===== config.mk =====
export PLATFORM = sky130hd
export DESIGN_NAME = fetch_stack_unit
export DESIGN_NICKNAME = d
export VERILOG_FILES = /design/src/rtl/fetch_stack_unit_pkg.sv /design/src/rtl/fetch_stack_unit_return_stack.sv /design/src/rtl/fetch_stack_unit.sv
export SDC_FILE = /design/constraint.sdc
export NUM_CORES = 1
export LEC_CHECK = 0
export BUFFER_PORTS_ARGS = -buffer_cell sky130_fd_sc_hd__buf_2
export CAP_MARGIN = 20
export CORE_MARGIN = 8
export CORE_UTILIZATION = 50
export CTS_BUF_LIST = sky130_fd_sc_hd__clkbuf_4
export DETAILED_ROUTE_END_ITERATION = 16
export GPL_TIMING_DRIVEN = 0
export HOLD_SLACK_MARGIN = 0.03
export PLACE_DENSITY = 0.69
export SKIP_CTS_REPAIR_TIMING = 1
export SLEW_MARGIN = 20
export SYNTH_ARGS = -nofsm -noshare
export SYNTH_HDL_FRONTEND = slang
export SYNTH_SLANG_ARGS = --single-unit

===== constraint.sdc =====
create_clock -name clk -period 4.07 [get_ports clk]
set_input_delay 0.814 -clock clk [delete_from_list [all_inputs] [get_ports clk]]
set_output_delay 0.814 -clock clk [all_outputs]
set_load 0.03 [all_outputs]

===== src/rtl/fetch_stack_unit_pkg.sv =====
// Shared definitions for the fetch/return-stack slice: instruction field
// positions, the return opcode and the packed return-stack entry.
package fetch_stack_unit_pkg;

    localparam logic [4:0] RET_OPCODE = 5'b10101;

    // Instruction word field positions
    localparam int unsigned OPC_HI = 15;
    localparam int unsigned OPC_LO = 11;
    localparam int unsigned TGT_HI = 10;
    localparam int unsigned TGT_LO = 2;

    // Entry PC field matches the jump-target field width
    localparam int unsigned ENTRY_PC_W = TGT_HI - TGT_LO + 1;
    localparam int unsigned FLAGS_W    = 4;

    typedef struct packed {
        logic [ENTRY_PC_W-1:0] pc;
        logic [FLAGS_W-1:0]    flags;
    } stack_entry_t;

endpackage


===== src/rtl/fetch_stack_unit_return_stack.sv =====
// Return stack: DEPTH entries, sp counts occupied entries (0..DEPTH).
// Push+pop together overwrites the top (plain push when empty); push while
// full and pop while empty are ignored. Entry storage is not reset.
module return_stack
    import fetch_stack_unit_pkg::*;
#(
    parameter int unsigned DEPTH = 8
) (
    input  logic                       i_clk,
    input  logic                       i_rst,
    input  logic                       i_push,
    input  logic                       i_pop,
    input  stack_entry_t               i_entry,
    output stack_entry_t               o_top,
    output logic [$clog2(DEPTH):0]     o_sp
);

    localparam int unsigned AW = $clog2(DEPTH);

    logic [AW:0]   r_sp;
    stack_entry_t  r_mem [DEPTH];

    logic          w_full;
    logic          w_empty;
    logic          w_overwrite;
    logic          w_push_new;
    logic          w_pop_top;
    logic [AW-1:0] w_top_idx;
    logic [AW-1:0] w_wr_idx;

    // Decode the stack operation for this cycle
    always_comb begin
        w_full      = (r_sp == (AW+1)'(DEPTH));
        w_empty     = (r_sp == '0);
        w_overwrite = i_push && i_pop && !w_empty;
        w_push_new  = i_push && !w_overwrite && !w_full;
        w_pop_top   = i_pop && !i_push && !w_empty;
        w_top_idx   = AW'(r_sp - 1'b1);
        w_wr_idx    = w_overwrite ? w_top_idx : AW'(r_sp);
        o_top       = r_mem[w_top_idx];
        o_sp        = r_sp;
    end

    // Entry storage write (no reset needed)
    always_ff @(posedge i_clk) begin
        if (w_overwrite || w_push_new)
            r_mem[w_wr_idx] <= i_entry;
    end

    // Stack pointer update
    always_ff @(posedge i_clk or posedge i_rst) begin
        if (i_rst)
            r_sp <= '0;
        else if (w_push_new)
            r_sp <= r_sp + 1'b1;
        else if (w_pop_top)
            r_sp <= r_sp - 1'b1;
    end

endmodule


===== src/rtl/fetch_stack_unit.sv =====
// Fetch unit: instruction register, program counter and return stack.
// Optional status outputs (stack_full, stack_empty, sticky stack_err) are
// enabled by defining STACK_STATUS_EN.
module fetch_stack_unit
    import fetch_stack_unit_pkg::*;
#(
    parameter int unsigned STACK_DEPTH = 8,
    parameter int unsigned PC_W        = 9
) (
    input  logic            clk,
    input  logic            rst,
    input  logic            ir_load,
    input  logic [15:0]     ir_in,
    output logic [15:0]     ir_out,
    input  logic            pc_load,
    input  logic            pc_inc,
    input  logic            pc_en_out,
    output logic [PC_W-1:0] pc_out,
    output logic [PC_W-1:0] pc_bus,
    input  logic            push_en,
    input  logic            pop_en,
    input  logic [3:0]      flags_in,
    output logic [PC_W-1:0] stack_pc,
    output logic [3:0]      stack_flags
`ifdef STACK_STATUS_EN
    ,
    output logic            stack_full,
    output logic            stack_empty,
    output logic            stack_err
`endif
);

    localparam int unsigned SPW = $clog2(STACK_DEPTH) + 1;

    logic [15:0]     r_ir;
    logic [PC_W-1:0] r_pc;

    logic            w_ret;
    logic            w_empty;
    logic [PC_W-1:0] w_pc_src;
    logic [SPW-1:0]  w_sp;
    stack_entry_t    w_wr_entry;
    stack_entry_t    w_top;

    return_stack #(
        .DEPTH (STACK_DEPTH)
    ) u_return_stack (
        .i_clk   (clk),
        .i_rst   (rst),
        .i_push  (push_en),
        .i_pop   (pop_en),
        .i_entry (w_wr_entry),
        .o_top   (w_top),
        .o_sp    (w_sp)
    );

    // PC source select, stack write data and output views
    always_comb begin
        w_ret            = (r_ir[OPC_HI:OPC_LO] == RET_OPCODE);
        w_empty          = (w_sp == '0);
        stack_pc         = w_empty ? '0 : PC_W'(w_top.pc);
        stack_flags      = w_empty ? '0 : w_top.flags;
        w_pc_src         = w_ret ? stack_pc : PC_W'(r_ir[TGT_HI:TGT_LO]);
        w_wr_entry.pc    = ENTRY_PC_W'(r_pc);
        w_wr_entry.flags = flags_in;
        ir_out           = r_ir;
        pc_out           = r_pc;
        pc_bus           = pc_en_out ? r_pc : '0;
    end

    // Instruction register
    always_ff @(posedge clk or posedge rst) begin
        if (rst)
            r_ir <= '0;
        else if (ir_load)
            r_ir <= ir_in;
    end

    // Program counter: load beats increment, increment wraps naturally
    always_ff @(posedge clk or posedge rst) begin
        if (rst)
            r_pc <= '0;
        else if (pc_load)
            r_pc <= w_pc_src;
        else if (pc_inc)
            r_pc <= r_pc + 1'b1;
    end

`ifdef STACK_STATUS_EN
    logic r_err;

    // Status flags from the stack pointer
    always_comb begin
        stack_full  = (w_sp == SPW'(STACK_DEPTH));
        stack_empty = w_empty;
        stack_err   = r_err;
    end

    // Sticky error: push while full or pop while empty, cleared by reset only
    always_ff @(posedge clk or posedge rst) begin
        if (rst)
            r_err <= 1'b0;
        else if ((push_en && !pop_en && stack_full) ||
                 (pop_en && !push_en && w_empty))
            r_err <= 1'b1;
    end
`endif

endmodule


Yosys cells after proc, flatten, opt, wreduce, memory -nomap -nowiden
Memory sizes are Yosys's and may differ from the RTL's.
Index checks and enable logic that the tools add are counted.
- add/subtract/negate cells: 3
- eq/ne operators: 2
- muxes and demuxes: 11
- reductions and logical operators: 14
- operator list (operator ; count):
    9-bit 2-to-1 mux ; 5
    4-bit 2-to-1 mux ; 3
    9-bit by 1-bit adder with 9-bit output (second input constant) ; 1
    1-bit logical AND ; 6
    5-bit equality test (second input constant) ; 1
    4-bit by 1-bit adder with 4-bit output (second input constant) ; 1
    4-bit equality test (second input constant) ; 1
    1-bit logical NOT ; 4
    4-bit logical NOT ; 1
    2-bit nonzero test ; 2
    4-bit by 1-bit subtractor with 4-bit output (second input constant) ; 1
    3-bit 2-to-1 mux ; 1
    1-bit 2-to-1 mux ; 2
    1-bit logical OR ; 1
- memories: 1
- input bits: 28
- RAM bits: 104
- flip-flop bits (word level): 29
- word-level logic and storage cells: 34
- output and inout port bits: 47
- memories (name ; depth ; bits a word ; rd ports ; clocked after Yosys merged registers in ; wr ports ; line ; source):
    u_return_stack.r_mem ; 8 ; 13 ; 1 ; 0 ; 1 ; fetch_stack_unit_return_stack.sv:21 ; stack_entry_t r_mem [DEPTH];

Depth between registers and ports, before layout
- depth in word-level cells: 9
- mapped depth: 10
- mapped depth without buffers: 6

Modules after synthesis
From an unflattened synthesis, not the netlist that was laid out.
- cells, all modules: 339
- area, all modules: 5864.4 um2
- modules (own cells, without submodules) (module ; cells each ; instances ; area each (um2)):
    return_stack ; 220 ; 1 ; 4510.6
    fetch_stack_unit ; 119 ; 1 ; 1353.8

Least setup slack after synthesis
No wires, ideal clock.
- path kind: flip-flop to output port
- from: register u_return_stack.r_sp[0] (netlist: u_return_stack.o_sp[0])
- to: output stack_flags[2]
- buffers on the path: 4
- path slack: 1066 ps
- stages on the path, launching flop included: 10
- arrival time: 2190 ps
- cell sequence: dfrtp_1 -> buf_6 -> buf_6 -> inv_1 -> ha_1 -> buf_6 -> clkbuf_1 -> mux4_2 -> nand2_1 -> a31oi_1
- word-level cells in the longest chain between the ends: 3
- elaborated cells between the ends (all ways): 4
- classes of those cells: add/sub (1); mux (1); reduce/logical (1); memory (1)
- RTL lines (element ; line ; source):
    from (decl) ; fetch_stack_unit_return_stack.sv:20 ; logic [AW:0] r_sp;
    from (signal assigned) ; fetch_stack_unit_return_stack.sv:55 ; r_sp <= r_sp + 1'b1;
    from (signal assigned) ; fetch_stack_unit_return_stack.sv:57 ; r_sp <= r_sp - 1'b1;
    4-bit by 1-bit subtractor with 4-bit output ; fetch_stack_unit_return_stack.sv:38 ; w_top_idx = AW'(r_sp - 1'b1);
    memory 8 x 13 bit ; - ;
    4-bit 2-to-1 mux * ; fetch_stack_unit.sv:62 ; stack_flags = w_empty ? '0 : w_top.flags;
    to (decl) ; fetch_stack_unit.sv:24 ; output logic [3:0] stack_flags
Every way passes the cells marked *; elsewhere a longest branch is shown, timed or not.

Final worst setup path
- from: register u_return_stack.r_sp[0] (netlist: u_return_stack.o_sp[0])
- to: output stack_flags[1]
The elaborated chain is that of the path after synthesis.

==> results.yml <==
detailed_routing:
  drt_iter0_markers: 328
  max_layer_used: "met4"
  wl_met1_um: 5730
  wirelength_um: 13840
  route.vias.total: 3828
  vias_per_cell: 5.953
  antenna_left: 0
  post-route-drc-count: 0
  detail_route.first_pass.iterations: 5
  met2_wirelength_um: 7012
  routed_wire_length_per_instance_um: 21.52
  dr_wl_met3_um: 854
logic_synthesis:
  yosys.cell_types.count: 52
  post-synth-top-area-fraction_pct: 52.67
  syn_area_um2: 5929
  synth_warnings: 0
  postSynthCellCount: 385
  synth-edff-count: 104
  yosys.area_share.xor_xnor_pct: 1.477
  synth_compound_gate_area_share_pct: 9.221
  synth_top_family_by_area: "multiplexers"
  post_synth_and_or_nand_nor_area_fraction_pct: 7.280
  total_of_flip_flops_plus_latches_after_synthesis: 133
  top_reg_cell_synth: "edfxtp_1"
  post_synth.cell_area_avg_um2: 15.40
  syn_nets: 416
  synth_top_cells_by_area: "edfxtp_1 (53%), dfrtp_1 (12%), mux4_1 (8.0%)"
  synthDominantAreaCellType: "edfxtp_1"
  async_reset_ff_share_pct: 21.80
  synth_fa_ha_area_share_pct: 0.6330
  sequential_cell_area_fraction_in_the_yosys_report_pct: 64.91
  muxShareOfSynthArea_pct: 12.89
worst_setup_path:
  path_class: "reg -> out"
  worstSetupStartpoint: "u_return_stack.o_sp[0]$_DFFE_PP0P_"
  timing.critical_path.to_type: "primary output"
  critPathMaxFanout: 10
  worst-endpoint-arrival_ns: 3.10
  reg_to_reg_start: "u_return_stack.o_sp[0]$_DFFE_PP0P_"
  critPathLaunchType: "flop"
  worst-endpoint-required_ns: 3.26
pwr:
  power.density_nw_per_um2: 727.5
  report.power.total_mw: 5.061
  total_leakage_power_nw: 2.645
  power.ir.vdd_worst_mv: 0.3283
sta:
  drv_slew: 0
  worstMarginPinSlew_ns: 0.6701
  setup_tns_ns: 0
  fmax_mhz: 255.7
  period_share_pct: 96.10
  count_of_endpoints_failing_setup_in_the_final_report: 0
  finalClockSkew_ns: 0.01552
  relSlewSlack_pct: 55.16
  grt_setup_unrepaired: "no"
  period_minus_slack_ns: 3.911
  hold_viol_final: 0
finish:
  finish.cell_count_without_fillers: 643
  layout-drive-gt1-share_pct: 31.66
  multiInputGateArea_um2: 1901
  num-fill-cells: 910
  regArea_um2: 3849
  area_growth_syn_to_layout_pct: 17.32
  final_stage_net_count: 517
global_routing:
  grt_start_max_net_pins: 30
  first_pass_grt_wire_length_um: 21120
  grt.total_usage_pct: 17.87
  grt.overflow.total: 0
  grt_pass1_vias: 3708
  grt_antenna_before_repair: 1
status:
  run_status: "complete, no violations"
die:
  placeableCoreArea_um2: 11520
  floorplan.rows: 39
  design.die.area_um2: 15600
  die_ht_um: 124.9
  start_util_pct: 51.49
  io_pins: 75
  die-width_um: 124.9
hold_path:
  hold_path_class: "in -> async"
clock_network:
  cts_num_sinks: 133
  cts_tree: "yes"
  ctsHtreeMaxLevel: 4
  clkTransAtPathRegs_ns: 0.11
  ctsLongestPathBuffers: 2
  numCtsBuffers: 17
  master_cell_of_the_clock_root_buffer: "clkbuf_4"
  clk_latency_ns: 0.53
place:
  gpl.final_weighted_congestion: 0.8290
  portBuffers: 74
  detailed_place_hpwl_um: 9524
  numPlacedInstances: 610
flow_run:
  max_cap_violations: 0
[cells in the final DEF, fill, tap and decap left out, types with 8 or more instances in the layout]
| cell | Yosys | final |
|---|---|---|
| clkbuf_1 | 8 | 8 |
| a21oi_1 | 20 | 12 |
| a21oi_2 | 0 | 8 |
| xor2_1 | 8 | 8 |
| mux4_2 | 8 | 8 |
| edfxtp_1 | 104 | 104 |
| mux2_2 | 9 | 9 |
| clkbuf_4 | 0 | 20 |
| inv_1 | 11 | 10 |
| o21ai_0 | 35 | 35 |
| dfrtp_1 | 29 | 29 |
| and2_1 | 11 | 11 |
| nand2_1 | 35 | 35 |
| mux4_1 | 18 | 18 |
| buf_2 | 2 | 76 |
[state kept, by name (all words and copies together) (netlist names)]
signal,flops
u_return_stack.r_mem,104
ir_out,16
pc_out,9
u_return_stack.o_sp,4
[synthesized netlist by cell type (all sizes together) (4+ instances only)]
| master | count |
|---|---|
| edfxtp | 104 |
| o21ai | 40 |
| nand2 | 36 |
| dfrtp | 29 |
| mux4 | 26 |
| a21oi | 20 |
| and2 | 12 |
| clkbuf | 12 |
| inv | 11 |
| mux2 | 9 |
| buf | 8 |
| xor2 | 8 |
| a2bb2oi | 7 |
| and3 | 7 |
| nand4 | 5 |
| a221oi | 4 |
| a31oi | 4 |
| o31a | 4 |
[report_power, final]
group	leakage, nW	internal [mW]	switching, mW	total (mW)
combinational	1.18	0.840	1.40	2.24
sequential	1.28	1.70	0.119	1.82
clock	0.181	0.561	0.438	0.999
total	2.64	3.10	1.96	5.06
[critical path: stages (launching register included)]
cell,delay (ns)
dfrtp_1,0.39
buf_6,0.15
buf_6,0.17
inv_1,0.09
ha_1,0.30
buf_6,0.14
clkbuf_1,0.39
mux4_1,0.39
a221oi_1,0.27
a31oi_1,0.07
buf_2,0.20
[layout make-up]
class / instances / area share [%]
Clock buffer: 20 / 2.158
Multi-Input combinational cell: 219 / 27.32
Clock inverter: 12 / 2.644
Inverter: 12 / 0.6475
Tap cell: 143 / 2.572
Antenna cell: 1 / 0.03597
Buffer: 21 / 2.410
Timing Repair Buffer: 82 / 6.888
Sequential cell: 133 / 55.32
[final timing paths]
check | to | slack, ns | cells after the start
worst max-delay path | stack_flags[1] | 0.16 | 10
worst min-delay path | pc_out[6]$_DFFE_PP0P_ | 0.36 | 2
worst max register to register | u_return_stack.r_mem[4][0]$_DFFE_PP_ | 0.99 | 9
worst min register to register | ir_out[0]$_DFFE_PP0P_ | 0.52 | 1
max in group asynchronous | ir_out[1]$_DFFE_PP0P_ | 3.28 | 2
min in group clk | ir_out[8]$_DFFE_PP0P_ | 0.49 | 3
[through the flow]
stage	setup WS [ns]	util (%)	area, um^2	hold slack, ns
floorplan	1.066	-	5929	0.6257
global placement	0.4685	56.26	6479	0.4870
detailed placement	0.7274	57.46	6618	0.4990
CTS	0.08205	60.37	6952	0.3532
global route	0.02139	60.41	6957	0.3793
finish	0.1586	60.41	6957	0.3649
[kinds of logic after synthesis]
| logic type | Yosys count |
|---|---|
| DFF | 133 |
| AOI/OAI and AO/OA | 88 |
| and+or+nand+nor | 82 |
| muxes | 36 |
| buffers and inverters | 33 |
| xor gates and xnor gates | 10 |
| adders and majority gates | 3 |
[routing by layer]
layer,vias to the layer above,track usage [%]
met5,-,0
met4,0,7.736
li1,1712,-
met2,148,29.03
met1,1946,22.07
met3,22,4.880
Note: power is estimated with default switching activity, not from simulation.
